## src/rtl/ctrl_pkg.sv

```systemverilog
// ctrl_pkg: shared MIPS control-decode constants, bundle and state types
// for pipe_ctrl_unit and ctrl_decode_comb.
package ctrl_pkg;

  localparam logic [5:0] OP_SPECIAL = 6'h00;
  localparam logic [5:0] OP_REGIMM  = 6'h01;
  localparam logic [5:0] OP_J       = 6'h02;
  localparam logic [5:0] OP_JAL     = 6'h03;
  localparam logic [5:0] OP_BEQ     = 6'h04;
  localparam logic [5:0] OP_BNE     = 6'h05;
  localparam logic [5:0] OP_ADDI    = 6'h08;
  localparam logic [5:0] OP_ADDIU   = 6'h09;
  localparam logic [5:0] OP_ANDI    = 6'h0C;
  localparam logic [5:0] OP_ORI     = 6'h0D;
  localparam logic [5:0] OP_LUI     = 6'h0F;
  localparam logic [5:0] OP_LW      = 6'h23;
  localparam logic [5:0] OP_SB      = 6'h28;
  localparam logic [5:0] OP_SW      = 6'h2B;

  localparam logic [5:0] F_SLL     = 6'h00;
  localparam logic [5:0] F_SRA     = 6'h03;
  localparam logic [5:0] F_JR      = 6'h08;
  localparam logic [5:0] F_SYSCALL = 6'h0C;
  localparam logic [5:0] F_BREAK   = 6'h0D;
  localparam logic [5:0] F_MFHI    = 6'h10;
  localparam logic [5:0] F_MFLO    = 6'h12;
  localparam logic [5:0] F_DIV     = 6'h1A;
  localparam logic [5:0] F_ADD     = 6'h20;
  localparam logic [5:0] F_ADDU    = 6'h21;
  localparam logic [5:0] F_SUB     = 6'h22;
  localparam logic [5:0] F_SUBU    = 6'h23;
  localparam logic [5:0] F_AND     = 6'h24;
  localparam logic [5:0] F_OR      = 6'h25;
  localparam logic [5:0] F_SLT     = 6'h2A;

  localparam logic [3:0] ALU_AND  = 4'd0;
  localparam logic [3:0] ALU_OR   = 4'd1;
  localparam logic [3:0] ALU_ADD  = 4'd2;
  localparam logic [3:0] ALU_LUI  = 4'd3;
  localparam logic [3:0] ALU_MFLO = 4'd4;
  localparam logic [3:0] ALU_MFHI = 4'd5;
  localparam logic [3:0] ALU_SUB  = 4'd6;
  localparam logic [3:0] ALU_SLT  = 4'd7;
  localparam logic [3:0] ALU_SLL  = 4'd8;
  localparam logic [3:0] ALU_SRA  = 4'd9;
  localparam logic [3:0] ALU_DIV  = 4'd10;

  localparam logic [2:0] BR_BEQ  = 3'b001;
  localparam logic [2:0] BR_BNE  = 3'b100;
  localparam logic [2:0] BR_BLTZ = 3'b110;

  typedef enum logic [1:0] {
    ST_RUN,
    ST_DIV_WAIT,
    ST_HALT
  } state_t;

  typedef struct packed {
    logic       reg_dst;
    logic       alu_src;
    logic       mem_write;
    logic       mem_read;
    logic       reg_write;
    logic       mem_to_reg;
    logic       jump;
    logic       branch;
    logic       syscall;
    logic       jr;
    logic       jal;
    logic [2:0] branch_op;
  } ctrl_t;

endpackage

```

## src/rtl/ctrl_decode_comb.sv

```systemverilog
// ctrl_decode_comb: purely combinational instruction word to control
// bundle decode, with DIV/BREAK markers and an undecodable flag.
module ctrl_decode_comb
  import ctrl_pkg::*;
#(
  parameter int ALUOP_W = 5
) (
  input  logic [31:0]        instr,
  output ctrl_t              ctrl,
  output logic [ALUOP_W-1:0] alu_op,
  output logic               is_div,
  output logic               is_break,
  output logic               illegal
);

  logic [5:0] op;
  logic [5:0] fn;
  logic [3:0] aop;

  assign op     = instr[31:26];
  assign fn     = instr[5:0];
  assign alu_op = ALUOP_W'(aop);

  always_comb begin
    ctrl     = '0;
    aop      = ALU_AND;
    is_div   = 1'b0;
    is_break = 1'b0;
    illegal  = 1'b0;
    if (instr != '0) begin
      unique case (1'b1)
        (op == OP_SPECIAL): begin
          ctrl.reg_dst   = 1'b1;
          ctrl.reg_write = 1'b1;
          unique case (1'b1)
            (fn == F_SLL):  aop = ALU_SLL;
            (fn == F_SRA):  aop = ALU_SRA;
            (fn == F_MFHI): aop = ALU_MFHI;
            (fn == F_MFLO): aop = ALU_MFLO;
            (fn == F_DIV): begin
              aop    = ALU_DIV;
              is_div = 1'b1;
            end
            (fn == F_ADD || fn == F_ADDU): aop = ALU_ADD;
            (fn == F_SUB || fn == F_SUBU): aop = ALU_SUB;
            (fn == F_AND):  aop = ALU_AND;
            (fn == F_OR):   aop = ALU_OR;
            (fn == F_SLT):  aop = ALU_SLT;
            (fn == F_JR): begin
              ctrl      = '0;
              ctrl.jump = 1'b1;
              ctrl.jr   = 1'b1;
            end
            (fn == F_SYSCALL): begin
              ctrl         = '0;
              ctrl.syscall = 1'b1;
            end
            (fn == F_BREAK): begin
              ctrl     = '0;
              is_break = 1'b1;
            end
            default: begin
              ctrl    = '0;
              illegal = 1'b1;
            end
          endcase
        end
        (op == OP_ADDI || op == OP_ADDIU): begin
          ctrl.reg_write = 1'b1;
          ctrl.alu_src   = 1'b1;
          aop            = ALU_ADD;
        end
        (op == OP_ANDI): begin
          ctrl.reg_write = 1'b1;
          ctrl.alu_src   = 1'b1;
          aop            = ALU_AND;
        end
        (op == OP_ORI): begin
          ctrl.reg_write = 1'b1;
          ctrl.alu_src   = 1'b1;
          aop            = ALU_OR;
        end
        (op == OP_LUI): begin
          ctrl.reg_write = 1'b1;
          ctrl.alu_src   = 1'b1;
          aop            = ALU_LUI;
        end
        (op == OP_LW): begin
          ctrl.mem_read   = 1'b1;
          ctrl.mem_to_reg = 1'b1;
          ctrl.reg_write  = 1'b1;
          ctrl.alu_src    = 1'b1;
          aop             = ALU_ADD;
        end
        (op == OP_SW || op == OP_SB): begin
          ctrl.mem_write = 1'b1;
          ctrl.alu_src   = 1'b1;
          aop            = ALU_ADD;
        end
        (op == OP_J): ctrl.jump = 1'b1;
        (op == OP_JAL): begin
          ctrl.jump      = 1'b1;
          ctrl.reg_write = 1'b1;
          ctrl.jal       = 1'b1;
        end
        (op == OP_BEQ): begin
          ctrl.branch    = 1'b1;
          ctrl.branch_op = BR_BEQ;
        end
        (op == OP_BNE): begin
          ctrl.branch    = 1'b1;
          ctrl.branch_op = BR_BNE;
        end
        (op == OP_REGIMM): begin
          ctrl.branch    = 1'b1;
          ctrl.branch_op = BR_BLTZ;
        end
        default: illegal = 1'b1;
      endcase
    end
  end

endmodule

```

## src/rtl/pipe_ctrl_unit.sv

```systemverilog
// pipe_ctrl_unit: registered decode stage with DIV stall and BREAK halt.
// Define CTRL_ILLEGAL_TRAP_EN to also halt on undecodable instructions.
module pipe_ctrl_unit
  import ctrl_pkg::*;
#(
  parameter int ALUOP_W    = 5,
  parameter int DIV_CYCLES = 32
) (
  input  logic               clk,
  input  logic               reset,
  input  logic               in_valid,
  input  logic [31:0]        in_instr,
  output logic               in_ready,
  input  logic               flush,
  input  logic               out_ready,
  output logic               out_valid,
  output logic [ALUOP_W+1:0] ex_d,
  output logic [1:0]         mem_d,
  output logic [1:0]         wb_d,
  output logic               jump,
  output logic               branch,
  output logic               syscall,
  output logic               jr,
  output logic               jal,
  output logic [2:0]         branch_op,
  output logic               div_busy,
  output logic               halted,
  output logic               illegal
);

  state_t             state, state_nxt;
  logic [7:0]         cnt, cnt_nxt;
  ctrl_t              d, q;
  logic [ALUOP_W-1:0] d_aop, q_aop;
  logic               d_div, d_brk, d_ill, q_ill;
  logic               accept, halt_req;

  ctrl_decode_comb #(.ALUOP_W(ALUOP_W)) u_dec (
    .instr    (in_instr),
    .ctrl     (d),
    .alu_op   (d_aop),
    .is_div   (d_div),
    .is_break (d_brk),
    .illegal  (d_ill)
  );

  assign in_ready = (state == ST_RUN) & ~flush
                  & (~out_valid | out_ready);
  assign accept   = in_valid & in_ready;

`ifdef CTRL_ILLEGAL_TRAP_EN
  assign halt_req = d_brk | d_ill;
`else
  assign halt_req = d_brk;
`endif

  always_comb begin
    state_nxt = state;
    cnt_nxt   = cnt;
    unique case (state)
      ST_RUN: begin
        if (accept && d_div) begin
          state_nxt = ST_DIV_WAIT;
          cnt_nxt   = 8'(DIV_CYCLES);
        end else if (accept && halt_req) begin
          state_nxt = ST_HALT;
        end
      end
      ST_DIV_WAIT: begin
        // leaving on the 1->0 step gives exactly DIV_CYCLES stall cycles
        cnt_nxt = cnt - 8'd1;
        if (cnt <= 8'd1) state_nxt = ST_RUN;
      end
      ST_HALT: state_nxt = ST_HALT;
      default: state_nxt = ST_RUN;
    endcase
  end

  always_ff @(posedge clk) begin
    if (reset) begin
      state     <= ST_RUN;
      cnt       <= '0;
      out_valid <= 1'b0;
      q         <= '0;
      q_aop     <= '0;
      q_ill     <= 1'b0;
    end else begin
      state <= state_nxt;
      cnt   <= cnt_nxt;
      if (flush) begin
        out_valid <= 1'b0;
      end else if (accept) begin
        out_valid <= 1'b1;
        q         <= d;
        q_aop     <= d_aop;
        q_ill     <= d_ill;
      end else if (out_ready) begin
        out_valid <= 1'b0;
      end
    end
  end

  assign ex_d      = {q.reg_dst, q.alu_src, q_aop};
  assign mem_d     = {q.mem_write, q.mem_read};
  assign wb_d      = {q.reg_write, q.mem_to_reg};
  assign jump      = q.jump;
  assign branch    = q.branch;
  assign syscall   = q.syscall;
  assign jr        = q.jr;
  assign jal       = q.jal;
  assign branch_op = q.branch_op;
  assign illegal   = q_ill;
  assign div_busy  = (state == ST_DIV_WAIT);
  assign halted    = (state == ST_HALT);

endmodule

```

## config.mk

```make
export PLATFORM = sky130hd
export DESIGN_NAME = pipe_ctrl_unit
export DESIGN_NICKNAME = d
export VERILOG_FILES = /design/src/rtl/ctrl_pkg.sv /design/src/rtl/ctrl_decode_comb.sv /design/src/rtl/pipe_ctrl_unit.sv
export SDC_FILE = /design/constraint.sdc
export NUM_CORES = 1
export LEC_CHECK = 0
export CAP_MARGIN = 20
export CORE_MARGIN = 4
export CORE_UTILIZATION = 49
export DETAILED_ROUTE_END_ITERATION = 6
export PLACE_DENSITY = 0.87
export SETUP_SLACK_MARGIN = 0.02
export SLEW_MARGIN = 30
export SYNTH_ARGS = -nofsm -noshare
export SYNTH_HDL_FRONTEND = slang
export SYNTH_SLANG_ARGS = --single-unit
```

## constraint.sdc

```tcl
create_clock -name clk -period 3.9 [get_ports clk]
set_clock_uncertainty 0.1 [all_clocks]
set_input_delay 0.585 -clock clk [delete_from_list [all_inputs] [get_ports clk]]
set_output_delay 0.585 -clock clk [all_outputs]
set_load 0.02 [all_outputs]
```

==> impl_metrics.env, run 1 <==
export IMPL_drc=0
export IMPL_cts_num_sinks=29
export IMPL_worst_pin_slew_ns=0.562
export IMPL_die_area_sq_um=4750
export IMPL_p_sw_share_pct=25.3
export IMPL_place_hpwl_microns=3420
export IMPL_period_share_pct=68.0
export IMPL_fill_cells=285
export IMPL_cts_tree="done"
export IMPL_setup_violations=0
export IMPL_yosys_warnings=0
export IMPL_drt_initial_drc_count=109
export IMPL_grt_pass1_wl_microns=7310
export IMPL_antenna_found_initial=0
export IMPL_numCtsBuffers=5
export IMPL_multi_input_area_sq_um=1120
export IMPL_worstPathArrival_ns=1.97
export IMPL_ios=61
export IMPL_core_sq_um=3470
export IMPL_cp_cell_sequence="clkdlybuf4s50_1, nand2b_1, and3b_1, clkdlybuf4s50_1"
export IMPL_synth_largest_area_cell="dfxtp_1"
export IMPL_start_kind="input pin"
export IMPL_whs_ns=0.349
export IMPL_dp_cells=322
export IMPL_power_density_nw_per_um2=278
export IMPL_cts_max_level=2
export IMPL_cp_data_required_time_ns=3.21
export IMPL_worst_path_buf_inv=2
export IMPL_avgSynthCellArea_sq_um=7.77
export IMPL_rsz0062_at_grt="no"
export IMPL_post_cts_resized=0
export IMPL_fin_cells=330
export IMPL_fin_setup_tns_ns=0
export IMPL_overflow=0
export IMPL_grt_use_total_pct=20.4
export IMPL_crit_family="buffers and inverters"
export IMPL_p_switching_mw=0.175
export IMPL_crit_path_max_incr_delay_ns=0.60
export IMPL_p_leak_nw=0.861
export IMPL_p_int_mw=0.517
export IMPL_synth_seq_cells=29
export IMPL_vias=1903
export IMPL_synthCells=234
export IMPL_p_total_mw=0.692
export IMPL_p_clk_share_pct=39.4
export IMPL_n_antenna_cell=0
export IMPL_critPathCaptureType="output pin"
export IMPL_cts_setup_buffers=0
export IMPL_synthArstFlopShare_pct=0
export IMPL_synth_flop_cell="dfxtp_1"
export IMPL_relSlewSlack_pct=62.4
export IMPL_seq_area_frac_synth_pct=31.9
export IMPL_synth_edff_count=0
export IMPL_run_status="complete, no violations"
export IMPL_io_buffers=59
export IMPL_gp_congestion=0.908
export IMPL_max_clock_freq_ghz=0.377
export IMPL_grt_pass1_vias=1630
export IMPL_syn_area_sq_um=1820
export IMPL_hp_class="reg2reg"
export IMPL_clockBufferDepth=2
export IMPL_synth_nets=273
export IMPL_insertion_delay_ns=0.28
export IMPL_drive_above_1_share_pct=5.99
export IMPL_path_clk_slew_ns=0.06
export IMPL_cts_root_buf="clkbuf_8"
export IMPL_seqPwrFrac_pct=43.3
export IMPL_crit_path_max_fanout=3
export IMPL_path_common_cell="clkdlybuf4s50_1"
export IMPL_hold_viol_final=0
export IMPL_wl_per_cell_microns=14.1
export IMPL_hold_buffers=0
export IMPL_fin_crit_ns=2.65
export IMPL_crit_type="in2out"
export IMPL_p_comb_share_pct=17.4
export IMPL_die_width_microns=68.9
export IMPL_die_h_microns=68.9
export IMPL_peakVddDrop_mv=0.131
export IMPL_drv_cap=0
export IMPL_synth_top_area_share_pct=31.9
export IMPL_via_per_inst=5.77
export IMPL_start_util_pct=52.4
export IMPL_area_growth_pct=36.8
export IMPL_wl_microns=4660
export IMPL_drv_slew=0
export IMPL_slowest_stage="clkdlybuf4s50_1"
export IMPL_ys_types=54
export IMPL_postRouteAntennaNets=0
export IMPL_rows=21
export IMPL_regArea_sq_um=581
export IMPL_nNetsFinal=322
export IMPL_drt_pass1_iterations=5
export IMPL_grt_max_degree=19
export IMPL_synthTopCellsByArea="dfxtp_1, a21oi_1, nand2_1"
[final cells by class]
| cell class | instances | share of cell area, % |
|---|---|---|
| Tap cell | 46 | 2.31 |
| Clock inverter | 1 | 0.201 |
| Inverter | 9 | 1.36 |
| Sequential cell | 29 | 23.3 |
| Timing Repair Buffer | 60 | 24.0 |
| Multi-Input combinational cell | 178 | 44.9 |
| Clock buffer | 7 | 3.87 |
[worst reg2reg max path: stages (launching register included)]
cell,delay (ns)
dfxtp_1,0.34
nor2_1,0.17
nand4b_1,0.47
a311oi_2,0.54
nand2_1,0.17
o41ai_1,0.33
[layout by cell type (no fill, tap or decap), types with 3 or more instances in the layout]
master           count
o21ai_0             14
inv_1                9
nand3b_1             3
nor2b_1              4
a211oi_1             3
dfxtp_1             29
a21oi_1             17
nand2_1             22
o31ai_1              7
nor2_1              21
nor4_1               7
o211ai_1             3
a31oi_1              4
clkbuf_8             7
nand2b_1             8
xnor2_1              6
nand3_1              6
o41ai_1              4
nor3_1               8
clkdlybuf4s50_1     59
[cell usage after synthesis, drive strengths merged, types with 2 or more instances]
cell type / count
ha: 2
nand2: 22
a21oi: 18
buf: 9
inv: 9
o41ai: 4
a21o: 2
a211oi: 3
nor3: 8
o31ai: 7
o211ai: 3
a31oi: 4
or3: 3
nand4b: 2
nand2b: 10
o22ai: 2
nor4b: 3
nand3b: 3
nand4: 2
nor4: 8
nor2b: 4
nand3: 6
dfxtp: 29
o21ai: 14
nor2: 21
and3b: 2
clkbuf: 9
xnor2: 6
o31a: 2
[power groups by stage]
stage / registers (mW) / logic (mW) / clock network, mW
2_1_floorplan: 0.308 / 0.0631 / 0
3_3_place_gp: 0.306 / 0.116 / 0
3_5_place_dp: 0.306 / 0.118 / 0
4_1_cts: 0.299 / 0.119 / 0.277
5_1_grt: 0.299 / 0.130 / 0.288
6_report: 0.299 / 0.120 / 0.273
[cell families (layout without fill, tap and decap cells)]
kind of cell             count (synthesis)  after routing  synth area share (%)
AND/OR/NAND/NOR                        101            101                  32.0
AO/OA/AOI/OAI                           66             66                  23.9
flip-flops                              29             29                  31.9
buffers and inverters                   27             77                  6.68
XOR/XNOR                                 7              7                  3.37
adder cells (fa/ha/maj)                  2              2                  1.38
other                                    1              1                 0.206
multiplexers                             1              1                 0.551
[worst paths after layout]
check,from,slack [ns],cells after the start,endpoint
setup / recovery,out_ready,1.25,4,in_ready
hold / removal,branch_op[1],0.35,2,branch_op[1]
setup reg to reg,state[1],1.69,5,mem_d[0]
hold reg to reg,branch_op[1],0.35,2,branch_op[1]
[metal layers]
metal	global-route usage (%)	vias up	wire length, microns	share of wire, %
li1	-	954	-	-
met5	0	-	0	0
met2	33.8	71	2200	47
met3	4.05	9	281	6.0
met4	8.76	0	92	2.0
met1	25.6	869	2080	45
[state kept, by name, indices dropped and copies added (netlist names)]
name       cells
jump           1
syscall        1
illegal        1
state          2
jal            1
jr             1
cnt            8
branch         1
out_valid      1
mem_d          2
ex_d           2
q_aop          4
branch_op      3
wb_d           1
[metrics by stage]
step	worst slack (ns)	cell area, sq um	utilization [%]
2_1_floorplan	1.83	1820	-
4_1_cts	1.24	2490	71.7
3_5_place_dp	1.02	2390	68.8
5_1_grt	1.09	2490	71.7
6_report	1.25	2490	71.7
3_3_place_gp	1.09	2390	68.8
(Power assumes the default switching activity.)
==> run 2, diff against run 1 <==
--- a/config.mk
+++ b/config.mk
@@ -7,9 +7,9 @@
 export LEC_CHECK = 0
 export CAP_MARGIN = 20
 export CORE_MARGIN = 4
-export CORE_UTILIZATION = 49
+export CORE_UTILIZATION = 41
 export DETAILED_ROUTE_END_ITERATION = 6
-export PLACE_DENSITY = 0.87
+export PLACE_DENSITY = 0.78
 export SETUP_SLACK_MARGIN = 0.02
 export SLEW_MARGIN = 30
 export SYNTH_ARGS = -nofsm -noshare
==> constraint.sdc (replaced) <==
create_clock -name clk -period 2.2 [get_ports clk]
set_clock_uncertainty 0.1 [all_clocks]
set_input_delay 0.33 -clock clk [delete_from_list [all_inputs] [get_ports clk]]
set_output_delay 0.33 -clock clk [all_outputs]
set_load 0.02 [all_outputs]
==> impl_metrics.env, run 2 (synthesis gave the netlist of run 1 again) <==
export IMPL_layout_common_cells="clkdlybuf4s50_1, dfxtp_1, nand2_1"
export IMPL_vias=1950
export IMPL_via_per_inst=5.52
export IMPL_numCtsBuffers=5
export IMPL_overflow=0
export IMPL_fin_area_sq_um=2620
export IMPL_path_clk_slew_ns=0.07
export IMPL_max_clock_freq_ghz=0.507
export IMPL_clockBufferDepth=2
export IMPL_p_total_mw=1.19
export IMPL_postLayoutSetupSlackWorst_ns=0.229
export IMPL_grt_max_degree=17
export IMPL_start_kind="flip-flop"
export IMPL_dp_cells=345
export IMPL_drv_slew=0
export IMPL_crit_path_max_incr_delay_ns=0.63
export IMPL_drv_cap=0
export IMPL_crit_family="buffers and inverters"
export IMPL_die_area_sq_um=5560
export IMPL_place_hpwl_microns=3790
export IMPL_wl_per_cell_microns=13.7
export IMPL_cts_root_buf="clkbuf_8"
export IMPL_postRouteAntennaNets=0
export IMPL_largest_register="cnt"
export IMPL_nNetsFinal=341
export IMPL_grt_use_total_pct=18.8
export IMPL_slowest_stage="clkdlybuf4s50_1"
export IMPL_drive_above_1_share_pct=11.9
export IMPL_period_share_pct=89.6
export IMPL_area_growth_pct=44.3
export IMPL_cts_max_level=2
export IMPL_rows=23
export IMPL_die_h_microns=74.6
export IMPL_antenna_found_initial=0
export IMPL_critPathCaptureType="output pin"
export IMPL_cp_data_required_time_ns=1.77
export IMPL_post_cts_resized=0
export IMPL_io_buffers=59
export IMPL_run_status="complete, no violations"
export IMPL_post_route_util_pct=63.3
export IMPL_ios=61
export IMPL_grt_pass1_wl_microns=8070
export IMPL_power_density_nw_per_um2=455
export IMPL_grt_pass1_vias=1751
export IMPL_wl_microns=4840
export IMPL_hold_viol_final=0
export IMPL_p_leak_nw=0.953
export IMPL_mostFrequentLayoutCell="clkdlybuf4s50_1"
export IMPL_whs_ns=0.355
export IMPL_crit_path_max_fanout=5
export IMPL_start_util_pct=43.9
export IMPL_insertion_delay_ns=0.28
export IMPL_cts_tree="done"
export IMPL_placedInstanceArea_sq_um=2530
export IMPL_cts_setup_buffers=0
export IMPL_cp_cell_sequence="nand2b_1, inv_1, clkdlybuf4s50_1"
export IMPL_fin_crit_ns=1.97
export IMPL_fin_setup_tns_ns=0
export IMPL_rsz0062_at_grt="no"
export IMPL_drt_initial_drc_count=163
export IMPL_crit_type="reg2out"
export IMPL_gp_congestion=0.936
export IMPL_n_antenna_cell=0
export IMPL_cts_num_sinks=29
export IMPL_fin_cells=353
export IMPL_largest_reg_flops=8
export IMPL_hp_class="reg2reg"
export IMPL_core_sq_um=4140
export IMPL_drc=0
export IMPL_worstPathArrival_ns=1.54
export IMPL_worst_path_buf_inv=2
export IMPL_post_place_ws_ns=-0.0524
export IMPL_drt_pass1_iterations=4
export IMPL_peakVddDrop_mv=0.203
export IMPL_die_width_microns=74.6
export IMPL_fill_cells=368
export IMPL_setup_violations=0
export IMPL_hold_buffers=0
run 2: cell types whose count changed in the layout (fill, tap and decap cells not counted), sizes merged:
| cell | previous run | this run |
|---|---|---|
| clkdlybuf4s50 | 59 | 58 |
| buf | 1 | 20 |
| dlymetal6s2s | 0 | 1 |
| clkinv | 1 | 2 |
| clkinvlp | 0 | 1 |
| clkbuf | 7 | 5 |
run 2: path summary, 6_finish.rpt:
check | cells after the start | from | endpoint | slack (ns)
min | 2 | ex_d[5] | ex_d[5] | 0.35
min reg2reg | 2 | ex_d[5] | ex_d[5] | 0.35
max reg2reg | 5 | state[1] | mem_d[0] | 0.39
max | 3 | state[1] | div_busy | 0.23
run 2: area by class of cell:
| class | count | area (sq um) | share of cell area [%] |
|---|---|---|---|
| Clock buffer | 5 | 68.8 | 2.62 |
| Clock inverter | 3 | 17.5 | 0.668 |
| Inverter | 9 | 33.8 | 1.29 |
| Multi-Input combinational cell | 178 | 1120 | 42.6 |
| Sequential cell | 29 | 581 | 22.1 |
| Tap cell | 50 | 62.6 | 2.39 |
| Timing Repair Buffer | 79 | 743 | 28.3 |
run 2: where the power goes:
group | switching, mW | total, mW | internal, mW
logic | 0.112 | 0.237 | 0.125
clock network | 0.209 | 0.426 | 0.218
registers | 0.00201 | 0.531 | 0.529
total | 0.322 | 1.19 | 0.871
run 2: worst register-to-register path, cell delays in order (launching register included):
cell and delay (ns):
dfxtp_1 0.35, nor2_1 0.16, nand4b_1 0.21, a311oi_2 0.39, nand2_1 0.17, o41ai_1 0.33
run 2: layer usage:
metal	routed length (microns)	vias up	share of wire, %	global-route usage (%)
li1	-	994	-	-
met4	71	0	1.5	7.11
met5	0	-	0	0
met3	273	5	5.6	3.92
met2	2300	55	47	30.6
met1	2200	896	45	24.4
==> variant: new RTL, settings of run 2 <==
The option `CTRL_ILLEGAL_TRAP_EN` is turned on by a define.
--- a/src/rtl/pipe_ctrl_unit.sv
+++ b/src/rtl/pipe_ctrl_unit.sv
@@ -1,5 +1,7 @@
 // pipe_ctrl_unit: registered decode stage with DIV stall and BREAK halt.
 // Define CTRL_ILLEGAL_TRAP_EN to also halt on undecodable instructions.
+`define CTRL_ILLEGAL_TRAP_EN
+
 module pipe_ctrl_unit
   import ctrl_pkg::*;
 #(
Formal check against the unedited RTL: not equivalent (a bounded check fails within 4 cycles, from zero or initial values and one cycle with reset high).
==> variant against run 2 <==
- total power rose by 14%
- routed wire length grew 5.4%
- setup slack worse by 64 ps
- maximum frequency down 3.2%
- count of clock-buffer cells in the layout increased by 2
- first-iteration DRC count unchanged
- largest cell class unchanged
- highest routed layer unchanged
- area after synthesis decreased by 0.55%
- worst hold slack hardly changed
- sequential cell count is the same
- largest power group is now the clock network
- cell area up 2.8%
==> variant: results <==
export IMPL_final_net_count=348
export IMPL_clock_root_buffer="sky130_fd_sc_hd__clkbuf_8"
export IMPL_avgRoutedWirePerCell_um=14.2
export IMPL_io_buffers=59
export IMPL_internal_power_mw=1.04
export IMPL_place_hpwl_mm=3.79
export IMPL_synth_top_cells_by_area="sky130_fd_sc_hd__dfxtp_1 32%, sky130_fd_sc_hd__a21oi_1 7.2%, sky130_fd_sc_hd__nor2_1 5.6%, sky130_fd_sc_hd__nor3_1 4.2%, sky130_fd_sc_hd__nand2_1 3.3%"
export IMPL_placed_area_um2=2570
export IMPL_grtUsageTotal_pct=19.5
export IMPL_drtIter0Drc=163
export IMPL_maximum_number_of_pins_on_one_net_before_global_route_repair=30
export IMPL_drt_pass1_iter_count=5
export IMPL_ys_top_cells_by_count="29 x sky130_fd_sc_hd__dfxtp_1, 27 x sky130_fd_sc_hd__nor2_1, 26 x sky130_fd_sc_hd__a21oi_1, 16 x sky130_fd_sc_hd__nand2_1, 15 x sky130_fd_sc_hd__nor3_1"
export IMPL_slowest_delay_ps=650
export IMPL_vdd_ir_drop_max_uv=350
export IMPL_grt_antenna_before_repair=0
export IMPL_clk_pin_slew_worst_paths_ps=60
export IMPL_seq_area_frac_synth_pct=32.1
export IMPL_cp_data_arrival_time_ps=2100
export IMPL_drive_gt1_share_pct=15.2
export IMPL_gp_congestion=0.883
export IMPL_post_synth_num_cell_types=55
export IMPL_dr_total_vias=1977
export IMPL_worst_path_maximum_fanout=7
export IMPL_syn_avg_cell_area_um2=7.76
export IMPL_grt_first_pass_wirelength_mm=8.45
export IMPL_via_per_inst=5.49
export IMPL_cellLeakagePower_nw=1.01
export IMPL_synthesis_nets=272
export IMPL_worstHoldPathType="flop to flop"
export IMPL_run_status="finished, final reports clean"
export IMPL_top_register="cnt"
export IMPL_via_count_of_the_first_global_routing_pass=1881
[variant: cell types whose count changed in the layout (fill, tap and decap cells not counted), sizes merged, moves of 4 or more]
cell | run 2 | this run
nand3 | 6 | 2
o31ai | 7 | 1
buf | 20 | 30
nor2b | 4 | 9
a21oi | 18 | 26
nand2 | 22 | 16
a31oi | 4 | 0
nand2b | 10 | 5
o21ai | 14 | 6
nor3 | 8 | 16
nor2 | 21 | 27
[variant: logic make-up after synthesis]
group / count (synthesis) / synth area share [%]
AND/OR/NAND/NOR: 107 / 32.9
flip-flops: 29 / 32.1
other: 1 / 0.207
XOR/XNOR: 7 / 3.39
multiplexers: 2 / 1.18
buffers and inverters: 28 / 7.75
AO/OA/AOI/OAI: 57 / 21.1
adder cells (fa/ha/maj): 2 / 1.38
[variant: power groups by stage]
stage	Combinational [mW]	Sequential [mW]	Clock, mW
finish	0.260	0.535	0.572
global route	0.281	0.535	0.600
detailed placement	0.256	0.546	0
global placement	0.256	0.546	0
floorplan	0.121	0.550	0
CTS	0.259	0.535	0.583
[variant: area by class of cell]
type                       count  area, um^2
sequential                    29         581
timing repair buffer          89         818
clock inverter                 1        30.0
multi-input combinational    176        1090
fill                         365        1450
inverter                       8        30.0
tap                           50        62.6
clock buffer                   7        86.3
[variant: what timing repair did]
item,CTS,global route
endpoints found under the setup margin,0,2
setup buffers,0,1
resized for setup,0,1
[variant: worst max-delay path, delay by kind of cell]
kind | cells | cell delay, ps
AO/OA/AOI/OAI | 3 | 840
buffers and inverters | 1 | 650
AND/OR/NAND/NOR | 2 | 270
[variant: per-stage QoR]
step	worst slack [ps]	hold WS, ps
3_3_place_gp	28.0	341
4_1_cts	42.0	356
3_5_place_dp	-34.0	347
2_1_floorplan	555	306
6_report	165	355
5_1_grt	61.1	388
[variant: worst paths after layout]
path | startpoint | to | slack (ps) | depth (start not counted)
max reg2reg | state[0]$_SDFFE_PP0P_ | state[1]$_SDFFE_PP0P_ | 450 | 5
min | ex_d[5]$_SDFFE_PP0P_ | ex_d[5]$_SDFFE_PP0P_ | 350 | 2
min reg2reg | ex_d[5]$_SDFFE_PP0P_ | ex_d[5]$_SDFFE_PP0P_ | 350 | 2
max | in_instr[31] | state[1]$_SDFFE_PP0P_ | 160 | 6
[variant: routing by layer]
metal / global-route usage [%] / vias up / wire [um]
li1: - / 989 / -
met2: 32.3 / 59 / 2450
met5: 0 / - / 0
met4: 6.92 / 0 / 89
met3: 5.68 / 10 / 302
met1: 24.2 / 919 / 2250
